## config.mk

```make
export PLATFORM = sky130hd
export DESIGN_NAME = feedback_dac_writer
export DESIGN_NICKNAME = d
export VERILOG_FILES = /design/src/rtl/feedback_dac_writer.sv
export SDC_FILE = /design/constraint.sdc
export NUM_CORES = 1
export LEC_CHECK = 0
export ABC_CLOCK_PERIOD_IN_PS = 1900
export BUFFER_PORTS_ARGS = -buffer_cell sky130_fd_sc_hd__buf_4
export CAP_MARGIN = 20
export CELL_PAD_IN_SITES_DETAIL_PLACEMENT = 0
export CELL_PAD_IN_SITES_GLOBAL_PLACEMENT = 1
export CORE_MARGIN = 1.5
export CORE_UTILIZATION = 35
export DETAILED_ROUTE_END_ITERATION = 8
export PLACE_DENSITY_LB_ADDON = 0.1
export REMOVE_ABC_BUFFERS = 1
export SLEW_MARGIN = 20
export SYNTH_ARGS = -nofsm -noshare
export SYNTH_HDL_FRONTEND = slang
export SYNTH_SLANG_ARGS = --single-unit
```

## constraint.sdc

```tcl
create_clock -name clk -period 1.9 [get_ports clk]
set_input_delay 0.095 -clock clk [delete_from_list [all_inputs] [get_ports clk]]
set_output_delay 0.095 -clock clk [all_outputs]
set_load 0.01 [all_outputs]
```

## src/rtl/feedback_dac_writer.sv

```systemverilog
// -----------------------------------------------------------------------------
// feedback_dac_writer
//
// Consumer end of the feedback controller's output stream. Each valid signed
// sample is latched into a single-entry pending register. When the writer is
// idle and enabled, the pending sample is serialised to the trap-power DAC over
// a 3-wire SPI link (CS_n, SCLK, MOSI, MSB first). LDAC_n is then pulsed to load
// the DAC output. A newer sample overwrites an untaken pending sample, so the
// latest value wins.
//
// Frame sequence: IDLE -> SETUP -> SHIFT -> HOLD -> LOAD -> IDLE.
// Frame length is CS_SETUP_CYCLES + 2*SCLK_DIV*DATA_WIDTH + CS_HOLD_CYCLES +
// LDAC_CYCLES clk cycles. At least one IDLE cycle separates two frames.
//
// Ports
//   clk            system clock (sole domain)
//   reset          asynchronous reset, active low
//   sample         signed feedback value
//   sample_valid   1-cycle strobe; sample is captured on this cycle
//   enable         1: frames may start; 0: no new frame starts
//   dac_cs_n       SPI chip select, active low
//   dac_sclk       SPI clock, idles low; the DAC samples on the rising edge
//   dac_mosi       serial data, MSB first
//   dac_ldac_n     DAC load strobe, active low
//   busy           1 whenever the FSM is not idle
//   sample_dropped 1-cycle pulse: an untaken pending sample was overwritten
//   update_done    1-cycle pulse on the last LDAC_n-low cycle
// -----------------------------------------------------------------------------
module feedback_dac_writer #(
   parameter int DATA_WIDTH      = 16,
   parameter int SCLK_DIV        = 4,
   parameter int CS_SETUP_CYCLES = 2,
   parameter int CS_HOLD_CYCLES  = 2,
   parameter int LDAC_CYCLES     = 2,
   parameter bit TWOS_TO_OFFSET  = 1'b1
) (
   input  logic                         clk,
   input  logic                         reset,
   input  logic signed [DATA_WIDTH-1:0] sample,
   input  logic                         sample_valid,
   input  logic                         enable,
   output logic                         dac_cs_n,
   output logic                         dac_sclk,
   output logic                         dac_mosi,
   output logic                         dac_ldac_n,
   output logic                         busy,
   output logic                         sample_dropped,
   output logic                         update_done
);

   function automatic int max2(input int a, input int b);
      return (a > b) ? a : b;
   endfunction

   // One phase counter serves SETUP, the SCLK half-periods, HOLD and LOAD,
   // so it is sized for the largest of those counts.
   localparam int MAX_CNT = max2(max2(CS_SETUP_CYCLES, SCLK_DIV),
                                 max2(CS_HOLD_CYCLES, LDAC_CYCLES));
   localparam int CNT_W   = $clog2(MAX_CNT + 1);
   localparam int BIT_W   = $clog2(DATA_WIDTH + 1);

   localparam logic [CNT_W-1:0] CNT_ONE    = CNT_W'(1);
   localparam logic [CNT_W-1:0] SETUP_LAST = CNT_W'(CS_SETUP_CYCLES - 1);
   localparam logic [CNT_W-1:0] DIV_LAST   = CNT_W'(SCLK_DIV - 1);
   localparam logic [CNT_W-1:0] HOLD_LAST  = CNT_W'(CS_HOLD_CYCLES - 1);
   localparam logic [CNT_W-1:0] LDAC_LAST  = CNT_W'(LDAC_CYCLES - 1);
   // Count value one cycle before the last LOAD cycle (only meaningful when
   // LDAC_CYCLES > 1; with a single LOAD cycle the pulse is raised on HOLD exit).
   localparam logic [CNT_W-1:0] LDAC_DONE  = CNT_W'((LDAC_CYCLES > 1) ? LDAC_CYCLES - 2 : 0);
   localparam logic [BIT_W-1:0] BIT_ONE    = BIT_W'(1);
   localparam logic [BIT_W-1:0] BIT_LAST   = BIT_W'(DATA_WIDTH - 1);

   // Inverting the MSB maps two's complement onto offset binary.
   localparam logic [DATA_WIDTH-1:0] MSB_FLIP =
      TWOS_TO_OFFSET ? {1'b1, {(DATA_WIDTH-1){1'b0}}} : '0;

   typedef enum logic [2:0] {
      S_IDLE,
      S_SETUP,
      S_SHIFT,
      S_HOLD,
      S_LOAD
   } state_t;

   state_t                state;
   logic [CNT_W-1:0]      cnt;
   logic [BIT_W-1:0]      bit_cnt;
   logic [DATA_WIDTH-1:0] rest;        // bits still to send, left-aligned
   logic                  pending;
   logic [DATA_WIDTH-1:0] pend_data;
   logic                  take;
   logic [DATA_WIDTH-1:0] word_in;

   assign take    = (state == S_IDLE) && pending && enable;
   assign word_in = pend_data ^ MSB_FLIP;

   // Pending register. A take and a new valid on the same edge hand the old
   // value to the FSM and keep the new one, so nothing is lost.
   always_ff @(posedge clk or negedge reset) begin
      // NOTE: sequential state uses non-blocking assignments only, so every
      // register samples the values from before this edge.
      if (!reset) begin
         pending        <= 1'b0;
         // NOTE: the data register is reset as well. It is a single word, and
         // a known value keeps the MOSI word deterministic after reset.
         pend_data      <= '0;
         sample_dropped <= 1'b0;
      end else begin
         sample_dropped <= 1'b0;
         if (sample_valid) begin
            pend_data      <= sample;
            pending        <= 1'b1;
            sample_dropped <= pending && !take;
         end else if (take) begin
            pending <= 1'b0;
         end
      end
   end

   // Frame FSM. All outputs are registered and change only on state steps.
   always_ff @(posedge clk or negedge reset) begin
      if (!reset) begin
         state       <= S_IDLE;
         cnt         <= '0;
         bit_cnt     <= '0;
         rest        <= '0;
         dac_cs_n    <= 1'b1;
         dac_sclk    <= 1'b0;
         dac_mosi    <= 1'b0;
         dac_ldac_n  <= 1'b1;
         busy        <= 1'b0;
         update_done <= 1'b0;
      end else begin
         update_done <= 1'b0;
         case (state)
            S_IDLE: begin
               if (take) begin
                  state    <= S_SETUP;
                  busy     <= 1'b1;
                  cnt      <= '0;
                  dac_cs_n <= 1'b0;
                  dac_mosi <= word_in[DATA_WIDTH-1];
                  rest     <= word_in << 1;
               end
            end

            S_SETUP: begin
               if (cnt == SETUP_LAST) begin
                  state   <= S_SHIFT;
                  cnt     <= '0;
                  bit_cnt <= '0;
               end else begin
                  cnt <= cnt + CNT_ONE;
               end
            end

            // Each bit is a low half-period followed by a high half-period.
            // MOSI only moves when SCLK falls, so it is stable across the rise.
            S_SHIFT: begin
               if (cnt != DIV_LAST) begin
                  cnt <= cnt + CNT_ONE;
               end else begin
                  cnt <= '0;
                  if (!dac_sclk) begin
                     dac_sclk <= 1'b1;
                  end else begin
                     dac_sclk <= 1'b0;
                     if (bit_cnt == BIT_LAST) begin
                        state <= S_HOLD;
                     end else begin
                        bit_cnt  <= bit_cnt + BIT_ONE;
                        dac_mosi <= rest[DATA_WIDTH-1];
                        rest     <= rest << 1;
                     end
                  end
               end
            end

            S_HOLD: begin
               if (cnt == HOLD_LAST) begin
                  state       <= S_LOAD;
                  cnt         <= '0;
                  dac_cs_n    <= 1'b1;
                  dac_mosi    <= 1'b0;
                  dac_ldac_n  <= 1'b0;
                  update_done <= (LDAC_CYCLES == 1);
               end else begin
                  cnt <= cnt + CNT_ONE;
               end
            end

            S_LOAD: begin
               if (cnt == LDAC_LAST) begin
                  state      <= S_IDLE;
                  busy       <= 1'b0;
                  cnt        <= '0;
                  dac_ldac_n <= 1'b1;
               end else begin
                  cnt         <= cnt + CNT_ONE;
                  update_done <= (LDAC_CYCLES > 1) && (cnt == LDAC_DONE);
               end
            end

            default: begin
               state      <= S_IDLE;
               busy       <= 1'b0;
               cnt        <= '0;
               dac_cs_n   <= 1'b1;
               dac_sclk   <= 1'b0;
               dac_mosi   <= 1'b0;
               dac_ldac_n <= 1'b1;
            end
         endcase
      end
   end

endmodule

```

# After elaboration in Yosys (flattened, before gate mapping)
# Index checks and enable logic that the tools add are counted.
word_totals:
  output_inout_bits: 7
  register_bits: 51
  elab_cells: 100
classes:
  bitwise: 6
  reduce_logical: 23
  n_eq_ne: 15
  mux: 41
  n_addsub: 2
ops:
  columns: ["cell", "count"]
  rows:
  - ["$mux W16", 4]
  - ["$pmux W16 S2", 1]
  - ["$mux W3", 10]
  - ["$mux W5", 4]
  - ["$ne A2 B2 Y1 const B", 8]
  - ["$pmux W3 S5", 1]
  - ["$mux W1", 14]
  - ["$reduce_or A3 Y1", 4]
  - ["$pmux W5 S2", 1]
  - ["$reduce_and A5 Y1", 2]
  - ["$pmux W1 S3", 3]
  - ["$pmux W3 S3", 1]
  - ["$reduce_and A3 Y1", 3]
  - ["$reduce_and A7 Y1", 1]
  - ["$eq A3 B1 Y1 const B", 2]
  - ["$eq A3 B2 Y1 const B", 2]
  - ["$logic_not A3 Y1", 2]
  - ["$not A1 Y1", 6]
  - ["$reduce_and A6 Y1", 1]
  - ["$reduce_bool A2 Y1", 3]
  - ["$add A5 B1 Y5 const B", 1]
  - ["$eq A5 B4 Y1 const B", 1]
  - ["$pmux W1 S4", 1]
  - ["$reduce_or A4 Y1", 1]
  - ["other kinds (8)", 10]

# Logic depth before layout (Yosys ltp)
depth:
  ltp_word: 6
  depth_mapped: 8
  mapped_depth_nobuf: 7

# Worst setup path after synthesis
# OpenSTA, ideal clock, no wires.
synth_timing:
  kind: "register to register"
  start: "register bit_cnt[0]"
  end: "register rest[10]"
  t_arrival_ns: 1.710
  t_required_ns: 1.777
  path_stages_with_launch: 8
  setup_slack_ns: 0.067
  cell_sequence: "dfrtp_1 > ha_1 > and3_1 > ha_1 > nand4b_1 > a211oi_2 > buf_4 > a21oi_2"
synth_between:
  elab_chain_cells: 3
synth_rtl:
  columns: ["item", "line", "source"]
  rows:
  - ["start, declared", "87", "logic [BIT_W-1:0] bit_cnt;"]
  - ["start signal, assigned", "171", "bit_cnt <= bit_cnt + BIT_ONE;"]
  - ["$eq A5 B4 Y1", "168", "if (bit_cnt == BIT_LAST) begin"]
  - ["$ne A2 B2 Y1 (no source line)", null, null]
  - ["$reduce_and A5 Y1 (no source line)", null, null]
  - ["end signal, assigned", "143", "rest <= word_in << 1;"]
  - ["end signal, assigned", "173", "rest <= rest << 1;"]
  - ["end, declared", "88", "logic [DATA_WIDTH-1:0] rest;"]
# No other way between the ends.
# A chain may end at the register's enable or synchronous reset.

# Final worst setup path
layout_timing:
  start: "register bit_cnt[1]"
  end: "register rest[2]"
# Same word-level chain as after synthesis.

==> metrics.cfg <==
[status]
outcome=finished with violations
violations=negative setup slack

[drt]
antenna_left=0
avgRoutedWirePerCell_um=14.5
wirelength_um=4840
num_vias=1680
drc=0
firstDrtPassIters=6
drt_iter0_markers=132
vias_per_cell=5.05

[final_layout]
seq_area_um2=1250
fill_cells=656
instances_no_fill=333
final_common_cell=dfrtp_1
area_delta_synth_final_pct=23.8
drive_gt1_share_pct=37.9
finalInstanceArea_um2=2970
multi_input_area_um2=1100
n_antenna_cell=0
final_cell_mix=dfrtp_1 (48), buf_4 (41), nor2_1 (19), mux2_2 (18), mux2i_1 (15)
nets=280

[sta]
maxSlewHeadroom_pct=56.8
rsz0062_at_grt=yes
slew_viol_final=0
clock-skew-final_ns=0.00613
fin_hold_ws_ns=0.0190
hold_viol=0
worst_pin_slew_ns=0.648
layout_setup_ws_ns=-0.0220
tns_ns=-0.0675
post-route-period-util_pct=101
period_needed_ns=1.92
setup_violations=10
max_freq_mhz=520

[placed_design]
dpl_cell_area_um2=2750
numPlacedInstances=320
place_ws_ns=-0.130
hpwl_um=3070
routabilityCongestion=0.706
io_buffer_count=26

[critical_path]
path_max_fanout=15
cpLargestDelayFamily=simple AND/OR/NAND/NOR gates
critPathArrivalTime_ns=2.11
required_ns=2.09
crit_buf_inv=2
cp_cell_sequence=ha_2 > and3_4 > ha_4 > nand4b_1 > a211oi_4 > buf_4 > buf_16 > a21oi_1
critPathSlowestCell=dfrtp_1
end_kind=flip-flop
cpPeakStageDelay_ns=0.39
crit_path_start_kind=flip-flop
worst-setup-path-type=flip-flop to flip-flop

[cts]
cts.sinks=50
h-tree-depth=2
cts-root-buf=clkbuf_8
cts_made_buffers=5
clkLatencyLatePin_ns=0.30
cts_tree=done
clockBufferDepth=2
path_clk_slew_ns=0.09

[hold_path]
min_path_type=input port to flip-flop

[synth]
ys_seq_area_share_pct=52.2
ys_warn_count=0
async_flop_share_pct=100
synth_edf_count=0
ys_types=42
synthCells=213
syn_area_per_cell_um2=11.3
netlist_area_um2=2400
yosys_most_used_dff=dfrtp_1
ys_ff_latch=50

[die]
dieArea_um2=7370
core-area_um2=6720
die_x_um=85.8
rows=30
ios=27
dieHeight_um=85.8
start_util_pct=35.7

[grt]
antenna_found_initial=0
grt-ovfl-total=0
grt_pass1_vias=1761
grt_max_degree=51
grt_util_all_layers_pct=15.0
grt_pass1_wl_um=8770

[flow_run]
maxCapViolations=0

[power_and_ir_drop]
peakVddDrop_uv=254
p_leak_nw=1.41
p_per_area_nw_per_um2=610

==> where the power goes <==
group          switching (mW)  internal, mW  leakage [nW]
registers              0.0183          1.10         0.562
logic                  0.0420        0.0592         0.803
clock network           0.348         0.248        0.0438
==> layout make-up <==
class / instances / share of cell area, %
multi-input cells: 141 / 37.1
inverters: 9 / 1.14
well taps: 80 / 3.37
repair buffers: 46 / 13.6
clock inverters: 2 / 0.337
clock buffers: 5 / 2.31
flip-flops and latches: 50 / 42.2
==> synth_stat cells (all sizes together), types with 3 or more instances <==
library cell | count | area, um2
buf | 9 | 55.1
nand3b | 4 | 30.0
a21oi | 21 | 143
nor2 | 22 | 82.6
nand2 | 12 | 45.0
nand3 | 4 | 20.0
o21ai | 7 | 35.0
mux2 | 19 | 214
ha | 7 | 87.6
clkbuf | 4 | 15.0
dfrtp | 48 | 1200
inv | 9 | 33.8
nor3 | 3 | 15.0
mux2i | 15 | 150
==> routing by layer <==
metal	routed length [um]	vias up	global-route usage, %	share of wire, %
met1	2370	830	21.0	49
met5	0	-	0	0
met4	44	0	4.84	0.91
met3	112	4	2.31	2.3
met2	2320	23	24.1	48
li1	-	823	-	-
==> registers in the layout, summed over array words and instances, names as in the netlist, 3 cells and up <==
name and cells:
state 3, bit_cnt 5, cnt 3, pend_data 16
rest 15
==> path summary, 6_finish.rpt <==
kind | endpoint | cells after the start | start | slack (ns)
setup / recovery | rest[2] | 8 | bit_cnt[1] | -0.02
hold / removal | pend_data[4] | 2 | sample[4] | 0.02
setup reg to reg | rest[2] | 8 | bit_cnt[1] | -0.02
hold reg to reg | bit_cnt[4] | 2 | bit_cnt[4] | 0.50
max in group asynchronous | pend_data[7] | 2 | reset | 1.11
min in group asynchronous | state[0] | 2 | reset | 0.37
==> logic make-up after synthesis <==
logic type	Yosys count	synth area share, %
buf+inv	22	4.32
compound gates	42	12.5
xor+xnor	1	0.365
flops	50	52.2
mux	34	15.2
simple gates	57	11.8
fa+ha+maj	7	3.65
==> stage by stage <==
stage | util (%) | total power, mW
3_5_place_dp | 40.9 | 1.24
4_1_cts | 43.8 | 1.85
2_1_floorplan | - | 1.17
5_1_grt | 44.2 | 1.91
6_report | 44.2 | 1.81
3_3_place_gp | 40.9 | 1.24
==> what timing repair did <==
action / CTS / global route
gates cloned: 2 / 0
pin swaps: 3 / 0
hold buffers: 1 / 0
hold endpoints to repair: 48 / 0
endpoints found under the setup margin: 16 / 17
setup buffers: 2 / 1
resized for setup: 10 / 5
Power figures use the tool's default switching activity.
